===== config.mk =====
export PLATFORM = sky130hd
export DESIGN_NAME = exu_cal_mc_flat
export DESIGN_NICKNAME = d
export VERILOG_FILES = /design/src/rtl/exu_cal_mc_if.sv /design/src/rtl/exu_cal_mc.sv /design/src/flat_wrapper.sv
export SDC_FILE = /design/constraint.sdc
export NUM_CORES = 1
export LEC_CHECK = 0
export ABC_AREA = 1
export BUFFER_PORTS_ARGS = -buffer_cell sky130_fd_sc_hd__buf_2
export CORE_MARGIN = 4
export CORE_UTILIZATION = 35
export DETAILED_ROUTE_END_ITERATION = 10
export SYNTH_ARGS = -nofsm -noshare
export SYNTH_HDL_FRONTEND = slang
export SYNTH_SLANG_ARGS = --single-unit
export TNS_END_PERCENT = 1

===== constraint.sdc =====
create_clock -name clk -period 2.9 [get_ports clk]
set_clock_uncertainty 0.2 [all_clocks]
set_input_delay 0.29 -clock clk [delete_from_list [all_inputs] [get_ports clk]]
set_output_delay 0.29 -clock clk [all_outputs]
set_load 0.02 [all_outputs]

===== src/rtl/exu_cal_mc_if.sv =====
// Request/result handshake bundle between the EX stage and the multi-cycle calculation unit.
// master = EX side, slave = calculation unit.
interface exu_cal_mc_if #(
  parameter int XLEN  = 32,
  parameter int TAG_W = 4
);
  logic              hs_ex4cal_val;
  logic              hs_cal4ex_rdy;
  logic [3:0]        i_op;
  logic [XLEN-1:0]   i_opn1;
  logic [XLEN-1:0]   i_opn2;
  logic [TAG_W-1:0]  i_tag;
  logic              hs_cal4ex_res_val;
  logic              hs_ex4cal_res_rdy;
  logic [XLEN-1:0]   o_res;
  logic [TAG_W-1:0]  o_tag;
  logic              o_ill;

  modport master (
    output hs_ex4cal_val, i_op, i_opn1, i_opn2, i_tag, hs_ex4cal_res_rdy,
    input  hs_cal4ex_rdy, hs_cal4ex_res_val, o_res, o_tag, o_ill
  );

  modport slave (
    input  hs_ex4cal_val, i_op, i_opn1, i_opn2, i_tag, hs_ex4cal_res_rdy,
    output hs_cal4ex_rdy, hs_cal4ex_res_val, o_res, o_tag, o_ill
  );
endinterface


===== src/rtl/exu_cal_mc.sv =====
// Multi-cycle integer calculation unit: single-cycle ALU ops plus an iterative shifter.
// Define CIRNO_CAL_BARREL_SHIFT_EN to replace the iterative shifter with a single-cycle barrel shifter.
//
// state | meaning
// IDLE  | no operation held, ready for a request
// SHIFT | iterative shift in progress, request side stalled
// DONE  | result presented, waiting for the result handshake
module exu_cal_mc #(
  parameter int XLEN       = 32,
  parameter int SHIFT_STEP = 1,
  parameter int TAG_W      = 4
) (
  input  logic         clk,
  input  logic         rst,
  exu_cal_mc_if.slave  cal
);
  localparam int SHW = $clog2(XLEN);

  localparam logic [3:0] OP_ADD  = 4'd0;
  localparam logic [3:0] OP_SUB  = 4'd1;
  localparam logic [3:0] OP_SLL  = 4'd2;
  localparam logic [3:0] OP_SRL  = 4'd3;
  localparam logic [3:0] OP_SRA  = 4'd4;
  localparam logic [3:0] OP_XOR  = 4'd5;
  localparam logic [3:0] OP_OR   = 4'd6;
  localparam logic [3:0] OP_AND  = 4'd7;
  localparam logic [3:0] OP_SLT  = 4'd8;
  localparam logic [3:0] OP_SLTU = 4'd9;

  typedef enum logic [1:0] {
    IDLE  = 2'd0,
    SHIFT = 2'd1,
    DONE  = 2'd2
  } state_t;

  state_t            state;
  logic              res_val;
  logic [XLEN-1:0]   res;
  logic [TAG_W-1:0]  tag;
  logic              ill;

  logic              rdy;
  logic              accept;
  logic              is_ill;
  logic              cmp_signed;
  logic [SHW-1:0]    amt;
  logic [XLEN:0]     diff;
  logic [XLEN-1:0]   alu_res;

  assign rdy    = (state == IDLE) | ((state == DONE) & cal.hs_ex4cal_res_rdy);
  assign accept = cal.hs_ex4cal_val & rdy;

  assign cal.hs_cal4ex_rdy     = rdy;
  assign cal.hs_cal4ex_res_val = res_val;
  assign cal.o_res             = res;
  assign cal.o_tag             = tag;
  assign cal.o_ill             = ill;

  // One XLEN+1 subtract serves SUB, SLT and SLTU; the extension bit selects signedness.
  always_comb begin
    cmp_signed = (cal.i_op == OP_SLT);
    diff       = {cmp_signed & cal.i_opn1[XLEN-1], cal.i_opn1}
               - {cmp_signed & cal.i_opn2[XLEN-1], cal.i_opn2};
    amt        = cal.i_opn2[SHW-1:0];
    is_ill     = (cal.i_op > OP_SLTU);
    alu_res    = '0;
    case (cal.i_op)
      OP_ADD:  alu_res = cal.i_opn1 + cal.i_opn2;
      OP_SUB:  alu_res = diff[XLEN-1:0];
`ifdef CIRNO_CAL_BARREL_SHIFT_EN
      OP_SLL:  alu_res = cal.i_opn1 << amt;
      OP_SRL:  alu_res = cal.i_opn1 >> amt;
      OP_SRA:  alu_res = $signed(cal.i_opn1) >>> amt;
`else
      // Only reached with a zero shift amount; non-zero amounts go through SHIFT.
      OP_SLL, OP_SRL, OP_SRA: alu_res = cal.i_opn1;
`endif
      OP_XOR:  alu_res = cal.i_opn1 ^ cal.i_opn2;
      OP_OR:   alu_res = cal.i_opn1 | cal.i_opn2;
      OP_AND:  alu_res = cal.i_opn1 & cal.i_opn2;
      OP_SLT, OP_SLTU: alu_res = {{(XLEN-1){1'b0}}, diff[XLEN]};
      default: alu_res = '0;
    endcase
  end

`ifndef CIRNO_CAL_BARREL_SHIFT_EN
  localparam logic [SHW:0] STEP = (SHW+1)'(SHIFT_STEP);

  logic [XLEN-1:0]   sh_val;
  logic [XLEN-1:0]   sh_next;
  logic [SHW:0]      sh_rem;
  logic [SHW:0]      sh_step;
  logic [SHW:0]      rem_next;
  logic              sh_left;
  logic              sh_arith;
  logic              is_shift;

  always_comb begin
    is_shift = (cal.i_op == OP_SLL) | (cal.i_op == OP_SRL) | (cal.i_op == OP_SRA);
    sh_step  = (sh_rem < STEP) ? sh_rem : STEP;
    rem_next = sh_rem - sh_step;
    if (sh_left)
      sh_next = sh_val << sh_step;
    else if (sh_arith)
      sh_next = $signed(sh_val) >>> sh_step;
    else
      sh_next = sh_val >> sh_step;
  end
`endif

  always_ff @(posedge clk) begin
    if (rst) begin
      state   <= IDLE;
      res_val <= 1'b0;
      res     <= '0;
      tag     <= '0;
      ill     <= 1'b0;
`ifndef CIRNO_CAL_BARREL_SHIFT_EN
      sh_val   <= '0;
      sh_rem   <= '0;
      sh_left  <= 1'b0;
      sh_arith <= 1'b0;
`endif
    end else begin
      case (state)
        IDLE, DONE: begin
          if (accept) begin
            tag <= cal.i_tag;
            ill <= is_ill;
`ifndef CIRNO_CAL_BARREL_SHIFT_EN
            if (is_shift && (amt != '0)) begin
              state    <= SHIFT;
              res_val  <= 1'b0;
              sh_val   <= cal.i_opn1;
              sh_rem   <= {1'b0, amt};
              sh_left  <= (cal.i_op == OP_SLL);
              sh_arith <= (cal.i_op == OP_SRA);
            end else begin
              state   <= DONE;
              res_val <= 1'b1;
              res     <= alu_res;
            end
`else
            state   <= DONE;
            res_val <= 1'b1;
            res     <= alu_res;
`endif
          end else if ((state == DONE) && cal.hs_ex4cal_res_rdy) begin
            state   <= IDLE;
            res_val <= 1'b0;
          end
        end
`ifndef CIRNO_CAL_BARREL_SHIFT_EN
        SHIFT: begin
          sh_val <= sh_next;
          sh_rem <= rem_next;
          if (rem_next == '0) begin
            state   <= DONE;
            res_val <= 1'b1;
            res     <= sh_next;
          end
        end
`endif
        default: begin
          state   <= IDLE;
          res_val <= 1'b0;
        end
      endcase
    end
  end

endmodule


===== src/flat_wrapper.sv =====
// flat-port wrapper written by rule: the top's interface ports become plain ports
module exu_cal_mc_flat 
#(
  parameter int XLEN       = 32,
  parameter int SHIFT_STEP = 1,
  parameter int TAG_W      = 4
)
  (clk, rst, cal_hs_ex4cal_val, cal_i_op, cal_i_opn1, cal_i_opn2, cal_i_tag, cal_hs_ex4cal_res_rdy, cal_hs_cal4ex_rdy, cal_hs_cal4ex_res_val, cal_o_res, cal_o_tag, cal_o_ill);
  exu_cal_mc_if #(.XLEN(XLEN), .TAG_W(TAG_W)) cal_i ();
  input  logic clk;
  input  logic rst;
  input wire logic [$bits(cal_i.hs_ex4cal_val)-1:0] cal_hs_ex4cal_val;
  input wire logic [$bits(cal_i.i_op)-1:0] cal_i_op;
  input wire logic [$bits(cal_i.i_opn1)-1:0] cal_i_opn1;
  input wire logic [$bits(cal_i.i_opn2)-1:0] cal_i_opn2;
  input wire logic [$bits(cal_i.i_tag)-1:0] cal_i_tag;
  input wire logic [$bits(cal_i.hs_ex4cal_res_rdy)-1:0] cal_hs_ex4cal_res_rdy;
  output wire logic [$bits(cal_i.hs_cal4ex_rdy)-1:0] cal_hs_cal4ex_rdy;
  output wire logic [$bits(cal_i.hs_cal4ex_res_val)-1:0] cal_hs_cal4ex_res_val;
  output wire logic [$bits(cal_i.o_res)-1:0] cal_o_res;
  output wire logic [$bits(cal_i.o_tag)-1:0] cal_o_tag;
  output wire logic [$bits(cal_i.o_ill)-1:0] cal_o_ill;
  assign cal_i.hs_ex4cal_val = cal_hs_ex4cal_val;
  assign cal_i.i_op = cal_i_op;
  assign cal_i.i_opn1 = cal_i_opn1;
  assign cal_i.i_opn2 = cal_i_opn2;
  assign cal_i.i_tag = cal_i_tag;
  assign cal_i.hs_ex4cal_res_rdy = cal_hs_ex4cal_res_rdy;
  assign cal_hs_cal4ex_rdy = cal_i.hs_cal4ex_rdy;
  assign cal_hs_cal4ex_res_val = cal_i.hs_cal4ex_res_val;
  assign cal_o_res = cal_i.o_res;
  assign cal_o_tag = cal_i.o_tag;
  assign cal_o_ill = cal_i.o_ill;
  exu_cal_mc #(.XLEN(XLEN), .SHIFT_STEP(SHIFT_STEP), .TAG_W(TAG_W)) u_core (.clk(clk), .rst(rst), .cal(cal_i));
endmodule

---- Word level (Yosys, flattened, before mapping) ----
Index checks and enable logic that the tools add are counted.
operators by class
  $add $sub $neg .......................... 3
  multiply operators ...................... 0
  div/mod/pow operators ................... 0
  order comparisons ....................... 2
  equality and inequality tests ........... 16
  shift-type cells ........................ 3
  mux-type cells .......................... 24
  bitwise logic cells ..................... 10
  reduce and logical (&&, ||, !) cells .... 15
operator list
  cell                  count
  $mux W32              7
  $pmux W32 S7          1
  $pmux W32 S2          2
  $sub A33 B33 Y33      1
  $add A32 B32 Y32      1
  $and A32 B32 Y32      1
  $or A32 B32 Y32       1
  $shl A32 B6 Y32       1
  $shr A32 B6 Y32       1
  $sshr A32 B6 Y32      1
  $xor A32 B32 Y32      1
  $mux W6               3
  $eq A4 B3 Y1 const B  4
  $pmux W6 S2           1
  $eq A4 B2 Y1 const B  2
  $eq A4 B4 Y1 const B  2
  $mux W2               4
  $logic_not A6 Y1      1
  $lt A6 B1 Y1 const B  1
  $ne A2 B1 Y1 const B  3
  $reduce_and A3 Y1     2
  $sub A6 B6 Y6         1
  $reduce_bool A5 Y1    1
  $and A1 B1 Y1         4
  other kinds (18)      26
storage, ports and cells
  flip-flop bits (word level) ............. 80
  bits in latches ......................... 0
  RAM bits ................................ 0
  ROM bits ................................ 0
  input port bits ......................... 76
  output and inout bits ................... 39
  word-level logic and storage cells ...... 82
  memories ................................ 0

---- Logic depth before layout (Yosys ltp) ----
Gate-level depths: netlist (run 1).
  depth after elaboration ................. 7
  gate-level depth with buffers ........... 17
  gate-level depth less buffers ........... 17

---- Least setup slack after synthesis (run 1) ----
OpenSTA, ideal clock, no wires.
  kind .................................... register -> register
  from .................................... register u_core.sh_rem[3]
  to ...................................... register u_core.res[2] (netlist: u_core.cal.o_res[2])
  library setup time ...................... 116 ps
  arrival ................................. 1981 ps
  required time ........................... 2584 ps
  slack ................................... 603 ps
  cell stages (with the launch flop) ...... 17
  buffers on the path ..................... 2
  clock period less this slack ............ 2297 ps
  path through ............................ dfxtp_1 -> nor2_1 -> nand3_2 -> nand2_2 -> ha_1 -> nor2_1 -> nand3_1 -> xor2_1 -> inv_1 -> nand2_1 -> o21ai_2 -> nand2_4 -> inv_2 -> buf_6 -> buf_6 -> nand3_1 -> o211a_1
on the way
  cells in the longest elaborated chain, start to end .. 7
  elaborated cells on any way between the ends .. 13
  classes of those cells .................. add/sub: 1; order compare: 1; eq/ne: 1; shift: 3; mux: 5; reduce/logical: 2
RTL lines
  item                                                 line                                  source
  start: declaration                                   exu_cal_mc.sv:91                      logic [SHW:0] sh_rem;
  start signal: assignment                             exu_cal_mc.sv:135                     sh_rem <= {1'b0, amt};
  start signal: assignment                             exu_cal_mc.sv:156                     sh_rem <= rem_next;
  $lt A6 B1 Y1                                         exu_cal_mc.sv:100                     sh_step = (sh_rem < STEP) ? sh_rem : STEP;
  $mux W6                                              exu_cal_mc.sv:100
  $shr A32 B6 Y32 or $sshr A32 B6 Y32 (tied branches)  exu_cal_mc.sv:107, exu_cal_mc.sv:105
  $mux W32                                             exu_cal_mc.sv:104                     else if (sh_arith)
  $mux W32                                             exu_cal_mc.sv:102                     if (sh_left)
  $mux W32                                             exu_cal_mc.sv:157                     if (rem_next == '0) begin
  $pmux W32 S2                                         exu_cal_mc.sv:125                     case (state)
  end signal: assignment                               exu_cal_mc.sv:141                     res <= alu_res;
  end signal: assignment                               exu_cal_mc.sv:160                     res <= sh_next;
  end: declaration                                     exu_cal_mc.sv:38                      logic [XLEN-1:0] res;
Several ways; a longest one is shown, not always the timed one. The select of a mux whose other input is x is not followed.
A chain may end at the register's enable or synchronous reset.

---- Final worst setup path (run 1) ----
  from .................................... register u_core.sh_rem[3]
  to ...................................... register u_core.res[31] (netlist: u_core.cal.o_res[31])
Same word-level chain as after synthesis.

==> results of run 1 <==
where the power goes:
part / internal, mW / leakage (nW) / switching [mW]
registers: 1.21 / 0.649 / 0.0690
logic: 0.687 / 5.89 / 1.53
clock network: 0.771 / 0.155 / 0.460
total: 2.66 / 6.69 / 2.05
metal layers:
layer,vias to the layer above,track usage,wire (um)
met5,-,0,0
met4,0,0.129,2610
met3,114,0.0383,3110
met2,568,0.410,19100
met1,5883,0.336,18900
li1,6310,-,-
sequential cells by signal, indices dropped and copies added, names as in the netlist:
| signal | flops |
|---|---|
| u_core.cal.o_res | 32 |
| u_core.sh_val | 32 |
| u_core.sh_rem | 6 |
| u_core.cal.o_tag | 4 |
| u_core.cal.hs_cal4ex_res_val | 1 |
| u_core.cal.o_ill | 1 |
| u_core.sh_arith | 1 |
| u_core.sh_left | 1 |
| u_core.state | 1 |
logic make-up (layout without fill, tap and decap cells):
group | after synthesis | in the layout
compound gates | 386 | 386
xor+xnor | 4 | 4
fa+ha+maj | 116 | 116
buf+inv | 430 | 547
flops | 79 | 79
other cells | 0 | 1
simple gates | 876 | 876
cell usage after synthesis, types with 3 or more instances:
cell | number | area (sq um)
sky130_fd_sc_hd__o22ai_1 | 22 | 138
sky130_fd_sc_hd__nor2_1 | 172 | 646
sky130_fd_sc_hd__buf_1 | 4 | 15.0
sky130_fd_sc_hd__a31oi_1 | 14 | 87.6
sky130_fd_sc_hd__buf_2 | 18 | 90.1
sky130_fd_sc_hd__nand2_2 | 3 | 18.8
sky130_fd_sc_hd__and3_1 | 7 | 43.8
sky130_fd_sc_hd__o21ai_0 | 95 | 475
sky130_fd_sc_hd__nand3_1 | 128 | 641
sky130_fd_sc_hd__ha_1 | 114 | 1430
sky130_fd_sc_hd__dfxtp_1 | 79 | 1580
sky130_fd_sc_hd__xor2_1 | 4 | 35.0
sky130_fd_sc_hd__o211ai_1 | 12 | 90.1
sky130_fd_sc_hd__or2_2 | 5 | 31.3
sky130_fd_sc_hd__inv_2 | 5 | 18.8
sky130_fd_sc_hd__nand4_1 | 12 | 75.1
sky130_fd_sc_hd__o311ai_0 | 4 | 35.0
sky130_fd_sc_hd__nor2_2 | 4 | 25.0
sky130_fd_sc_hd__a21oi_1 | 139 | 696
sky130_fd_sc_hd__buf_6 | 3 | 33.8
sky130_fd_sc_hd__a211oi_1 | 17 | 128
sky130_fd_sc_hd__o21ai_1 | 14 | 70.1
sky130_fd_sc_hd__inv_1 | 343 | 1290
sky130_fd_sc_hd__o221ai_1 | 16 | 140
sky130_fd_sc_hd__clkbuf_1 | 55 | 206
sky130_fd_sc_hd__o21bai_1 | 14 | 105
sky130_fd_sc_hd__a221oi_1 | 29 | 254
sky130_fd_sc_hd__nor4_1 | 4 | 25.0
sky130_fd_sc_hd__nand2_1 | 519 | 1950
sky130_fd_sc_hd__nor3_1 | 17 | 85.1
cell type report:
cell class	count	area, sq um
Clock inverter	4	70.1
Tap cell	390	488
Clock buffer	11	243
Multi-Input combinational cell	1382	7390
Inverter	349	1310
Timing Repair Buffer	183	1140
Antenna cell	1	2.50
Fill cell	3397	17600
Sequential cell	79	1580
worst max-delay path: stages, from the launching register on:
cell                      delay (ps)
sky130_fd_sc_hd__dfxtp_1         370
sky130_fd_sc_hd__nor2_1           90
sky130_fd_sc_hd__nand3_2         100
sky130_fd_sc_hd__nand2_2          70
sky130_fd_sc_hd__ha_1            190
sky130_fd_sc_hd__nor2_1          160
sky130_fd_sc_hd__nand3_1         110
sky130_fd_sc_hd__xor2_1          170
sky130_fd_sc_hd__inv_1            60
sky130_fd_sc_hd__nand2_1          50
sky130_fd_sc_hd__o21ai_2         190
sky130_fd_sc_hd__nand2_4         110
sky130_fd_sc_hd__buf_4           250
sky130_fd_sc_hd__nor2_1          240
sky130_fd_sc_hd__a21oi_1         100
worst max-delay path by stage:
stage | start | to | slack, ps | cells after the start
floorplan | u_core.sh_rem[3] | u_core.cal.o_res[2] | 600 | 16
global placement | cal_i_opn1[0] | u_core.cal.o_res[0] | 160 | 17
detailed placement | cal_i_opn2[0] | u_core.cal.o_res[10] | 110 | 14
CTS | u_core.sh_rem[3] | u_core.cal.o_res[29] | 210 | 15
global route | u_core.sh_rem[3] | u_core.cal.o_res[15] | 30 | 15
finish | u_core.sh_rem[3] | u_core.cal.o_res[31] | 310 | 14
per-stage QoR:
step / power, mW / setup slack (ps) / hold slack, ps / cell area, sq um
CTS: 4.71 / 210 / 36.5 / 12200
global placement: 3.45 / 159 / 249 / 11900
detailed placement: 3.46 / 114 / 257 / 11900
finish: 4.72 / 313 / 51.6 / 12200
floorplan: 2.69 / 603 / 235 / 10600
global route: 5.04 / 32.1 / 73.4 / 12200
what timing repair did:
action                                 4_1_cts  5_1_grt
hold buffers                                 4        0
setup endpoints to repair                    0       18
resized for setup                            0        2
endpoints found under the hold margin        4        0
==> metrics.txt, run 1 <==
outcome finished clean; total CTS buffers 9; maximum number of pins on one net before global-route repair 50; clock transition at the register clock pins on the worst setup and hold paths after CTS 70 ps; most frequent cells in the layout 519 x sky130_fd_sc_hd__nand2_1, 342 x sky130_fd_sc_hd__inv_1, 171 x sky130_fd_sc_hd__nor2_1, 139 x sky130_fd_sc_hd__a21oi_1, 128 x sky130_fd_sc_hd__nand3_1; initial antenna violation count 0; post-synthesis instance area 10600 sq um; number of top-level design ports 115; final setup violation count 0; kind of path behind the tightest hold check in2reg; min Tclk post-route 2590 ps; flops & latches, synth 79; standby leakage power 6.69 nW; fmax 387 MHz; post-detailed-route DRC marker count 0; total overflow reported by the global router 0; number of levels the H-tree was split into 3; initial core utilization 0.357; data required time of the worst path 2930 ps; remaining number of nets flagged by the antenna check after routing 0; clock sinks 79; Std-Cell Core Area 29800 sq um; Area Growth Syn to Fin 15.0%; Post-CTS Setup Inserts 0; Total Wirelength 43800 um; setup repair after global routing missed its margin false; Power Dens Cells 386 nW/um^2; Final Hold Violating Endpoints 0; reg2reg path depth 14; number of buffers added on ports 114; number of buffers on the longest clock path 2; fraction of layout cells with a size suffix above 1 0.108; leading cell type in the layout, fill and taps excluded sky130_fd_sc_hd__nand2_1; critical-path maximum fanout 24; startpoint of the most critical register-to-register path u_core.sh_rem[3]; buffer type at the clock tree root sky130_fd_sc_hd__clkbuf_16; clock latency on the worst-skew pair 340 ps; async set-or-reset flop fraction in the synthesized netlist 0; share of synthesized area occupied by flip-flops and latches 0.149; Slew HR 0.624; detailed-placement wirelength estimate 35000 um; Slew Limit Fails 0; number of nets in the layout 2196; Synth Instances 1891; number of standard cells in the layout, taps in and fillers out 2399; total global routing track utilization 0.256; Worst-Margin Slew 564 ps; number of core rows 63; Ys Warns 0; Unique masters post-synth 45; syn_nets 2083; number of synthesized flops with an enable pin 0; Synth Area in Adders 0.138; Die Area 33200 sq um; first-pass GRT wire length 67600 um; setup slack on the worst flop-to-flop path 310 ps; drt initial violations 1393; drt wl/cell 18.2 um; clock tree from TritonCTS built; number of detailed-route iterations in the first pass 6; Hold EP u_core.cal.hs_cal4ex_res_val; height of the chip 182 um; via count 12875; Tcrit/Tclk final 0.892; RR Endpoint u_core.cal.o_res[31]; combinational family with the most area after synthesis simple AND/OR/NAND/NOR gates; Core Util, Final 0.410; data arrival time of the critical path 2620 ps; Die X 182 um; number of vias per cell after detailed routing 5.37; startpoint kind of the worst setup timing path flip-flop; worst hold path stage count 4; simple-gate area share of the yosys netlist 0.337; synthesized-area fraction occupied by ao, oa, aoi and oai cells 0.217; worst-case vdd ir drop 0.262 mV; placed insts 2379; top flip-flop cell by instance count after synthesis sky130_fd_sc_hd__dfxtp_1; routability congestion estimate from global placement 0.974; area share of xor/xnor cells in the synthesized design 0.00330; hold path start cal_hs_ex4cal_res_rdy; number of global-route vias before repair 12174; Worst setup EP type flip-flop; multiplexer fraction of the synthesized cell area 0; # Max-Cap Violations 0; mean area per synthesized cell 5.62 sq um; startpoint-to-endpoint class of the critical path reg2reg; Setup Total Neg Slack 0 ps
No activity file was read; power rests on OpenSTA's default activity.
==> run 2: changes to the inputs <==
==> constraint.sdc (replaced) <==
create_clock -name clk -period 2.9 [get_ports clk]
set_clock_uncertainty 0.2 [all_clocks]
set_input_delay 0.145 -clock clk [delete_from_list [all_inputs] [get_ports clk]]
set_output_delay 0.145 -clock clk [all_outputs]
set_load 0.02 [all_outputs]
==> run 2 against run 1 <==
Power increased by 0.25%. Utilization decreased by 0.088 points. Final cell count decreased by 0.58%. Design area decreased by 0.22%. Combinational power about the same. First-iteration DRC count decreased by 17%. Worst hold slack got worse by 33 ps. Sequential power about the same. Sequential share of layout area about the same. Critical endpoint is now u_core.cal.o_res[26]. Highest routed layer unchanged.
==> metrics.txt, run 2 (synthesis results as in run 1) <==
Slew Limit Fails 0; clock transition at the register clock pins on the worst setup and hold paths after CTS 60 ps; post-route cell area 12200 sq um; total global routing track utilization 0.251; Tcrit/Tclk final 0.953; number of buffers on the longest clock path 2; Die X 182 um; Std-Cell Core Area 29800 sq um; Post-CTS Setup Inserts 0; diode count 0; routability congestion estimate from global placement 0.995; initial antenna violation count 0; clock latency on the worst-skew pair 340 ps; # Max-Cap Violations 0; clock sinks 79; Cell Area, Placed 11700 sq um; standby leakage power 6.63 nW; RR Endpoint u_core.cal.o_res[16]; fmax 362 MHz; reg2reg path depth 15; hold path start cal_i_opn1[21]; total CTS buffers 9; number of top-level design ports 115; Hold EP u_core.sh_val[21]; Hold Slack 18.6 ps; number of levels the H-tree was split into 3; number of detailed-route iterations in the first pass 5; fill cell total of the finished layout 3331; startpoint kind of the worst setup timing path input pin; startpoint-to-endpoint class of the critical path in2reg; outcome finished clean; number of buffers added on ports 114; via count 12680; data required time of the worst path 2980 ps; total power 4.73 mW; first-pass GRT wire length 66400 um; Worst setup EP type flip-flop; fraction of layout cells with a size suffix above 1 0.106; worst setup path start cal_i_opn2[0]; number of core rows 63; total overflow reported by the global router 0; Slew HR 0.399; buffer type at the clock tree root sky130_fd_sc_hd__clkbuf_16; worst-case vdd ir drop 0.273 mV; Die Area 33200 sq um; setup slack on the worst flop-to-flop path 270 ps; number of standard cells in the layout, taps in and fillers out 2385; placed insts 2356; height of the chip 182 um; clock tree from TritonCTS built; startpoint of the most critical register-to-register path u_core.sh_rem[3]; number of nets in the layout 2182; Total Wirelength 43000 um; worst hold path stage count 3; remaining number of nets flagged by the antenna check after routing 0; data arrival time of the critical path 2840 ps; initial core utilization 0.357; drt wl/cell 18.0 um; kind of path behind the tightest hold check in2reg; detailed-placement wirelength estimate 34300 um; Core Util, Final 0.409; number of global-route vias before repair 11944; min Tclk post-route 2760 ps; number of vias per cell after detailed routing 5.32; Area Growth Syn to Fin 14.7%; Power Dens Cells 388 nW/um^2; critical-path maximum fanout 4; drt initial violations 1157; Worst-Margin Slew 900 ps; final setup violation count 0; setup repair after global routing missed its margin true; maximum number of pins on one net before global-route repair 50; post-detailed-route DRC marker count 0; most frequent cells in the layout 513 x sky130_fd_sc_hd__nand2_1, 342 x sky130_fd_sc_hd__inv_1, 170 x sky130_fd_sc_hd__nor2_1, 138 x sky130_fd_sc_hd__a21oi_1, 123 x sky130_fd_sc_hd__nand3_1; Final Hold Violating Endpoints 0; leading cell type in the layout, fill and taps excluded sky130_fd_sc_hd__nand2_1
## run 2: changes by cell type in the layout (fill, tap and decap cells not counted), sizes merged
cell and change:
buf -23, dlygate4sd3 +9, clkinvlp +2, clkbuf -1, diode -1
## run 2: layer usage
| layer | track usage | vias up | share of wire |
|---|---|---|---|
| met2 | 0.399 | 492 | 0.44 |
| met4 | 0.144 | 0 | 0.069 |
| met1 | 0.325 | 5808 | 0.43 |
| li1 | - | 6265 | - |
| met3 | 0.0383 | 115 | 0.068 |
| met5 | 0 | - | 0 |
## run 2: what timing repair did
action	CTS	global route
setup endpoints to repair	0	23
hold buffers	13	0
endpoints found under the hold margin	11	0
gates resized for setup	0	19
## run 2: critical path, cell delays in order
cell and delay [ps]:
sky130_fd_sc_hd__dlygate4sd3_1 540, sky130_fd_sc_hd__buf_2 160, sky130_fd_sc_hd__ha_2 220, sky130_fd_sc_hd__fa_1 390, sky130_fd_sc_hd__nand2_1 110, sky130_fd_sc_hd__nand2_1 90, sky130_fd_sc_hd__nand3_1 120, sky130_fd_sc_hd__nand2_2 100
sky130_fd_sc_hd__nand2_1 70, sky130_fd_sc_hd__nand2_1 150, sky130_fd_sc_hd__nand2_1 180, sky130_fd_sc_hd__nand2_1 70, sky130_fd_sc_hd__nand2_1 70, sky130_fd_sc_hd__nand3_1 80, sky130_fd_sc_hd__nand3_1 140, sky130_fd_sc_hd__nand2_1 80
sky130_fd_sc_hd__a21oi_1 120
## run 2: power breakdown
group | leakage [nW] | internal [mW] | switching [mW]
Clock | 0.155 | 0.782 | 0.483
Combinational | 5.83 | 0.669 | 1.52
Sequential | 0.649 | 1.20 | 0.0672
Total | 6.63 | 2.66 | 2.07
## run 2: area by class of cell
type	count	area [sq um]	area share
clock inverters	6	92.6	0.00759
multi-input cells	1382	7440	0.610
repair buffers	169	1040	0.0853
inverters	349	1310	0.107
well taps	390	488	0.0400
clock buffers	10	239	0.0196
flip-flops and latches	79	1580	0.130
## run 2: worst max path at each step
stage,endpoint,slack [ps],cells after the start
floorplan,u_core.cal.o_res[2],600,16
global placement,u_core.cal.o_res[18],260,16
detailed placement,u_core.cal.o_res[18],240,16
CTS,u_core.cal.o_res[18],90,17
global route,u_core.cal.o_res[8],-8,16
finish,u_core.cal.o_res[26],140,17
## run 2: metrics by stage
step | TNS (ps) | setup slack [ps]
detailed placement | 0 | 243
global placement | 0 | 258
CTS | 0 | 87.9
finish | 0 | 135
floorplan | 0 | 603
global route | -8.14 | -8.14
